`config.mk`:
```
export PLATFORM = sky130hd
export DESIGN_NAME = switch_debouncer
export DESIGN_NICKNAME = d
export VERILOG_FILES = /design/src/rtl/switch_debouncer_pkg.sv /design/src/rtl/switch_debounce_bit.sv /design/src/rtl/switch_debouncer.sv
export SDC_FILE = /design/constraint.sdc
export NUM_CORES = 1
export LEC_CHECK = 0
export CAP_MARGIN = 40
export CORE_MARGIN = 4
export CORE_UTILIZATION = 46
export DETAILED_ROUTE_END_ITERATION = 10
export GPL_TIMING_DRIVEN = 0
export PLACE_DENSITY = 0.69
export SLEW_MARGIN = 20
export SYNTH_ARGS = -nofsm -noshare
export SYNTH_HDL_FRONTEND = slang
export SYNTH_SLANG_ARGS = --single-unit
export TNS_END_PERCENT = 10
```
`constraint.sdc`:
```
create_clock -name CLK -period 1.5 [get_ports CLK]
set_input_delay 0.225 -clock CLK [delete_from_list [all_inputs] [get_ports CLK]]
set_output_delay 0.225 -clock CLK [all_outputs]
set_load 0.02 [all_outputs]
```
`src/rtl/switch_debouncer_pkg.sv`:
```
// rtl/switch_debouncer_pkg.sv - shared defaults for the slide-switch debouncer
// Purpose: default sizing for switch_debouncer and switch_debounce_bit, plus the
//          per-bit counter width helper.
// Ports:   none (package)
package switch_debouncer_pkg;

   localparam int SW_NUM_DEFAULT       = 16;
   localparam int TICK_DIV_DEFAULT     = 100000;
   localparam int STABLE_TICKS_DEFAULT = 10;

   // Counter must hold 0..STABLE_TICKS-1; sized as $clog2(STABLE_TICKS+1).
   function automatic int cnt_width(input int stable_ticks);
      return (stable_ticks < 1) ? 1 : $clog2(stable_ticks + 1);
   endfunction

endpackage

```
`src/rtl/switch_debounce_bit.sv`:
```
// rtl/switch_debounce_bit.sv - one switch bit: 2-flop synchroniser, tick counter, output flop
// Purpose: accepts a new level only after STABLE_TICKS consecutive sample ticks of mismatch.
// Ports:   CLK, RESETn   clock, asynchronous active-low reset
//          raw           raw switch pin (asynchronous)
//          tick          1-cycle sample strobe from the shared prescaler
//          level         debounced level
//          rise, fall    registered 1-cycle strobes on an accepted 0->1 / 1->0
//          accept        high in the cycle before level changes (feeds the any-change flop)
module switch_debounce_bit
   import switch_debouncer_pkg::*;
#(
   parameter int STABLE_TICKS = STABLE_TICKS_DEFAULT
) (
   input  logic CLK,
   input  logic RESETn,
   input  logic raw,
   input  logic tick,
   output logic level,
   output logic rise,
   output logic fall,
   output logic accept
);

   localparam int              CW       = cnt_width(STABLE_TICKS);
   localparam logic [CW-1:0]   CNT_LAST = CW'(STABLE_TICKS - 1);

   logic          sync_meta;
   logic          sync;
   logic [CW-1:0] cnt;

   assign accept = (sync != level) && tick && (cnt == CNT_LAST);

   always_ff @(posedge CLK or negedge RESETn) begin
      if (!RESETn) begin
         sync_meta <= 1'b0;
         sync      <= 1'b0;
         cnt       <= '0;
         level     <= 1'b0;
         rise      <= 1'b0;
         fall      <= 1'b0;
      end else begin
         sync_meta <= raw;
         sync      <= sync_meta;
         rise      <= 1'b0;
         fall      <= 1'b0;
         if (sync == level) begin
            // Any return to the current level restarts the count, tick or not.
            cnt <= '0;
         end else if (tick) begin
            if (accept) begin
               level <= sync;
               cnt   <= '0;
               rise  <= sync;
               fall  <= ~sync;
            end else begin
               cnt <= cnt + 1'b1;
            end
         end
      end
   end

endmodule

```
`src/rtl/switch_debouncer.sv`:
```
// rtl/switch_debouncer.sv - debounced slide-switch vector with edge strobes
// Purpose: synchronises and debounces NUM_SW raw switches for the switches bus interface.
// Ports:   CLK, RESETn   clock, asynchronous active-low reset
//          SW_IN         raw switch pins (asynchronous)
//          SW_OUT        debounced levels; only change on an accept edge
//          SW_RISE       per-bit 1-cycle strobe on accepted 0->1
//          SW_FALL       per-bit 1-cycle strobe on accepted 1->0
//          SW_CHANGED    1-cycle strobe when any SW_OUT bit changes
module switch_debouncer
   import switch_debouncer_pkg::*;
#(
   parameter int NUM_SW       = SW_NUM_DEFAULT,
   parameter int TICK_DIV     = TICK_DIV_DEFAULT,
   parameter int STABLE_TICKS = STABLE_TICKS_DEFAULT
) (
   input  logic              CLK,
   input  logic              RESETn,
   input  logic [NUM_SW-1:0] SW_IN,
   output logic [NUM_SW-1:0] SW_OUT,
   output logic [NUM_SW-1:0] SW_RISE,
   output logic [NUM_SW-1:0] SW_FALL,
   output logic              SW_CHANGED
);

   localparam int            PW         = $clog2(TICK_DIV);
   localparam logic [PW-1:0] PRESC_LAST = PW'(TICK_DIV - 1);

   logic [PW-1:0]     presc;
   logic              tick;
   logic [NUM_SW-1:0] accept;

   // Shared prescaler; tick is registered so it is high for one cycle per wrap.
   always_ff @(posedge CLK or negedge RESETn) begin
      if (!RESETn) begin
         presc <= '0;
         tick  <= 1'b0;
      end else begin
         presc <= (presc == PRESC_LAST) ? '0 : presc + 1'b1;
         tick  <= (presc == PRESC_LAST);
      end
   end

   for (genvar i = 0; i < NUM_SW; i++) begin : g_bits
      switch_debounce_bit #(
         .STABLE_TICKS (STABLE_TICKS)
      ) u_bit (
         .CLK    (CLK),
         .RESETn (RESETn),
         .raw    (SW_IN[i]),
         .tick   (tick),
         .level  (SW_OUT[i]),
         .rise   (SW_RISE[i]),
         .fall   (SW_FALL[i]),
         .accept (accept[i])
      );
   end

   // Registered from the pre-edge accept terms so it lines up with SW_RISE/SW_FALL.
   always_ff @(posedge CLK or negedge RESETn) begin
      if (!RESETn) begin
         SW_CHANGED <= 1'b0;
      end else begin
         SW_CHANGED <= |accept;
      end
   end

endmodule

```
==> flow_summary.yaml, run 1 <==
run_status:
  run_status: "finished, violations left"
  failing_checks: "negative setup slack"
synth:
  synth.yosys.seq_area_share: 0.563
  synthArstFlopShare: 1.00
  post_synth_inst_count: 660
  yosys.area_share.xor_xnor: 0.0508
  post_synth_and_or_nand_nor_area_fraction: 0.146
  syn-cell-area_um2: 7240
  synthFlopType: "sky130_fd_sc_hd__dfrtp_1"
  synth_enable_flop_cells: 0
  synthesis.nets: 711
  synth.ff_latch_count: 163
  post_synth.cell_area_avg_um2: 11.0
  synth-adder-area-share: 0.0570
  synth_cell_type_count: 37
  synth-compound-area-share: 0.101
  multiplexer_area_fraction_after_synthesis: 0.00138
  synth-warning-count: 0
  main_combinational_cell_family_by_area_after_synthesis: "simple AND/OR/NAND/NOR gates"
pwr:
  p_switching_mw: 1.83
  swShare: 0.205
  power-per-cell-area_nw_per_um2: 981
  clockPowerShare: 0.473
  combinationalPowerShare: 0.025
  seq_power_share: 0.502
  p_int_mw: 7.09
  final_total_pwr_mw: 8.91
  ir_drop_v: 0.000809
  p_leak_nw: 4.54
placed_design:
  gp_congestion: 0.803
  io_buffer_count: 66
  hpwl_um: 9220
sta:
  finClkSkew_ps: 7.27
  setup_viol_count_final: 8
  final_period_minus_worst_setup_slack_ps: 1690
  remaining_max_slew_budget_at_the_tightest_pin: 0.575
  worst-slew-pin-transition_ps: 637
  drv_slew: 0
  fin_crit_sh: 1.12
  hold_viol_final: 0
  final.setup.worst_slack_ps: -186
  fmaxAchievable_mhz: 593
  rsz0062_at_grt: "true"
critical_path:
  path_class: "flip-flop to flip-flop"
  critical-path-top-delay-family: "simple AND/OR/NAND/NOR gates"
  critical_path.endpoint_type: "flip-flop"
  critical_path_buf_inv_count: 0
  crit_path_top_delay_cell: "sky130_fd_sc_hd__or4_1"
  critPathMaxStageDelay_ps: 540
  cp.required_ps: 1790
  setup.worst_path.start_class: "flip-flop"
  worst-path-max-fanout: 3
  cp_cell_sequence: "xor2_2 -> or4b_4 -> nand4_1 -> or4_1"
  critPathArrivalTime_ps: 1980
route:
  wl_per_cell_um: 13.9
  detail_route_antenna_nets: 0
  detailedRoute.firstPassIterationCount: 4
  route.detailed.vias_per_inst: 4.99
  drt_wl_total_um: 13900
  drt_drc_violations_left: 0
  initialDrtViolationCount: 304
  via_count: 4987
floorplanning:
  top_level_ports: 67
  die_area_um2: 17800
  core_um2: 15300
  initial_utilization: 0.473
  die-height_um: 133
  die_width_um: 133
  count_of_standard_cell_rows: 45
clocking:
  cts-htree-levels: 4
  tritoncts_clock_tree: "done"
  cts.sink_count: 163
  cts.reportedPaths.clkPinSlew_ps: 60
  total_clock_buffers_created_by_cts: 17
  cts_root_buf: "sky130_fd_sc_hd__clkbuf_16"
  skew_pair_late_insertion_delay_ps: 420
  clockBufferDepth: 2
finish:
  layout-drive-gt1-share: 0.253
  area_growth_pct: 25.5
  antennaDiodeCount: 0
  fillerInstances: 1289
  final_core_utilization: 0.593
  nNetsFinal: 827
  layout.cells.most_common: "sky130_fd_sc_hd__dfrtp_1"
  final_cell_mix: "sky130_fd_sc_hd__dfrtp_1, sky130_fd_sc_hd__buf_4, sky130_fd_sc_hd__nand2_1"
global_route:
  grt_start_max_net_pins: 85
  globalRoute.totalOverflow: 0
  grt_pass1_vias: 5136
  grt_pass1_wl_um: 23700
  grt_antenna_before_repair: 0
  grt.total_usage: 0.165
flow_run:
  timing.max_cap.violations: 0
min_path:
  min_path_type: "primary input to flip-flop"
flip-flops by register name, indices dropped and copies added (netlist names):
name	count
g_bits.u_bit.cnt	64
g_bits.u_bit.sync	16
g_bits.u_bit.level	16
presc	17
SW_CHANGED	1
g_bits.u_bit.fall	16
g_bits.u_bit.sync_meta	16
tick	1
g_bits.u_bit.rise	16
logic make-up after synthesis:
logic type	Yosys count
AOI/OAI and AO/OA	109
DFF	163
and+or+nand+nor	207
xor gates and xnor gates	42
muxes	1
buffers and inverters	105
adders and majority gates	33
synth_stat cells, drive strengths merged (2+ instances only):
master	instances	area, um^2
dfrtp	163	4080
nand2	62	233
buf	54	393
inv	49	184
nor2	48	190
o21ai	40	200
xor2	36	315
ha	33	413
a21o	25	188
nand3	24	120
nand4	20	125
o211ai	20	150
o31ai	16	120
and2	15	95.1
nor2b	10	62.6
nor3	6	30.0
xnor2	6	52.6
a211o	5	43.8
and4	5	43.8
or4b	4	55.1
o2bb2ai	3	26.3
and3b	2	17.5
clkbuf	2	7.51
nand3b	2	15.0
nor4bb	2	20.0
stage by stage:
stage	hold slack, ps	TNS [ps]	worst slack, ps	cells	instance area [um^2]
2_1_floorplan	-70.6	-5.66	-5.66	660	7270
3_3_place_gp	332	-1025760	-6240	937	8200
3_5_place_dp	270	-10960	-401	938	8230
4_1_cts	222	-380	-177	994	8980
5_1_grt	219	-1130	-247	999	9090
6_report	240	-352	-186	999	9090
power groups by stage:
| stage | clock network (mW) | registers (mW) | logic (mW) |
|---|---|---|---|
| CTS | 4.33 | 4.47 | 0.225 |
| global placement | 0 | 4.55 | 0.197 |
| finish | 4.22 | 4.47 | 0.222 |
| detailed placement | 0 | 4.55 | 0.216 |
| global route | 4.54 | 4.48 | 0.255 |
| floorplan | 0 | 4.54 | 0.0580 |
path summary, 6_finish.rpt:
check,from,depth (start not counted),to,slack [ps]
worst min register to register,g_bits[1].u_bit.sync_meta,0,g_bits[1].u_bit.sync,350
worst min-delay path,SW_IN[2],1,g_bits[2].u_bit.sync_meta,240
max in group asynchronous,RESETn,3,presc[5],270
worst max-delay path,g_bits[11].u_bit.level,4,SW_CHANGED,-190
min in group asynchronous,RESETn,2,g_bits[0].u_bit.sync,390
worst max register to register,g_bits[11].u_bit.level,4,SW_CHANGED,-190
layer usage:
layer,vias to the layer above,track usage,wire length [um]
met4,0,0.0617,283
li1,2415,-,-
met5,-,0,0
met3,26,0.0502,608
met2,87,0.274,6870
met1,2459,0.205,6150
layout make-up:
| class | count | area, um^2 | area share |
|---|---|---|---|
| timing repair buffer | 97 | 811 | 0.0892 |
| clock inverter | 9 | 104 | 0.0114 |
| buffer | 56 | 438 | 0.0482 |
| tap | 211 | 264 | 0.0291 |
| inverter | 49 | 186 | 0.0205 |
| clock buffer | 22 | 474 | 0.0522 |
| sequential | 163 | 4080 | 0.449 |
| multi-input combinational | 392 | 2730 | 0.300 |
repair_timing:
item / CTS / global route
buffers inserted: 24 / 5
hold endpoints to repair: 83 / 0
gates resized for setup: 88 / 18
pin swaps: 15 / 4
setup endpoints to repair: 123 / 25
hold buffers: 1 / 0
Note: power is estimated with default switching activity, not from simulation.
==> inputs of run 2 (changes only) <==
SLEW_MARGIN = not set   (was 20)
==> results of run 2 <==
The final DEF is identical to that of run 1; final timing and power are the same.
==> inputs of run 3 (changes only) <==
CAP_MARGIN = 20   (was 40)
==> results of run 3 <==
The final DEF is identical to that of run 1; final timing and power are the same.
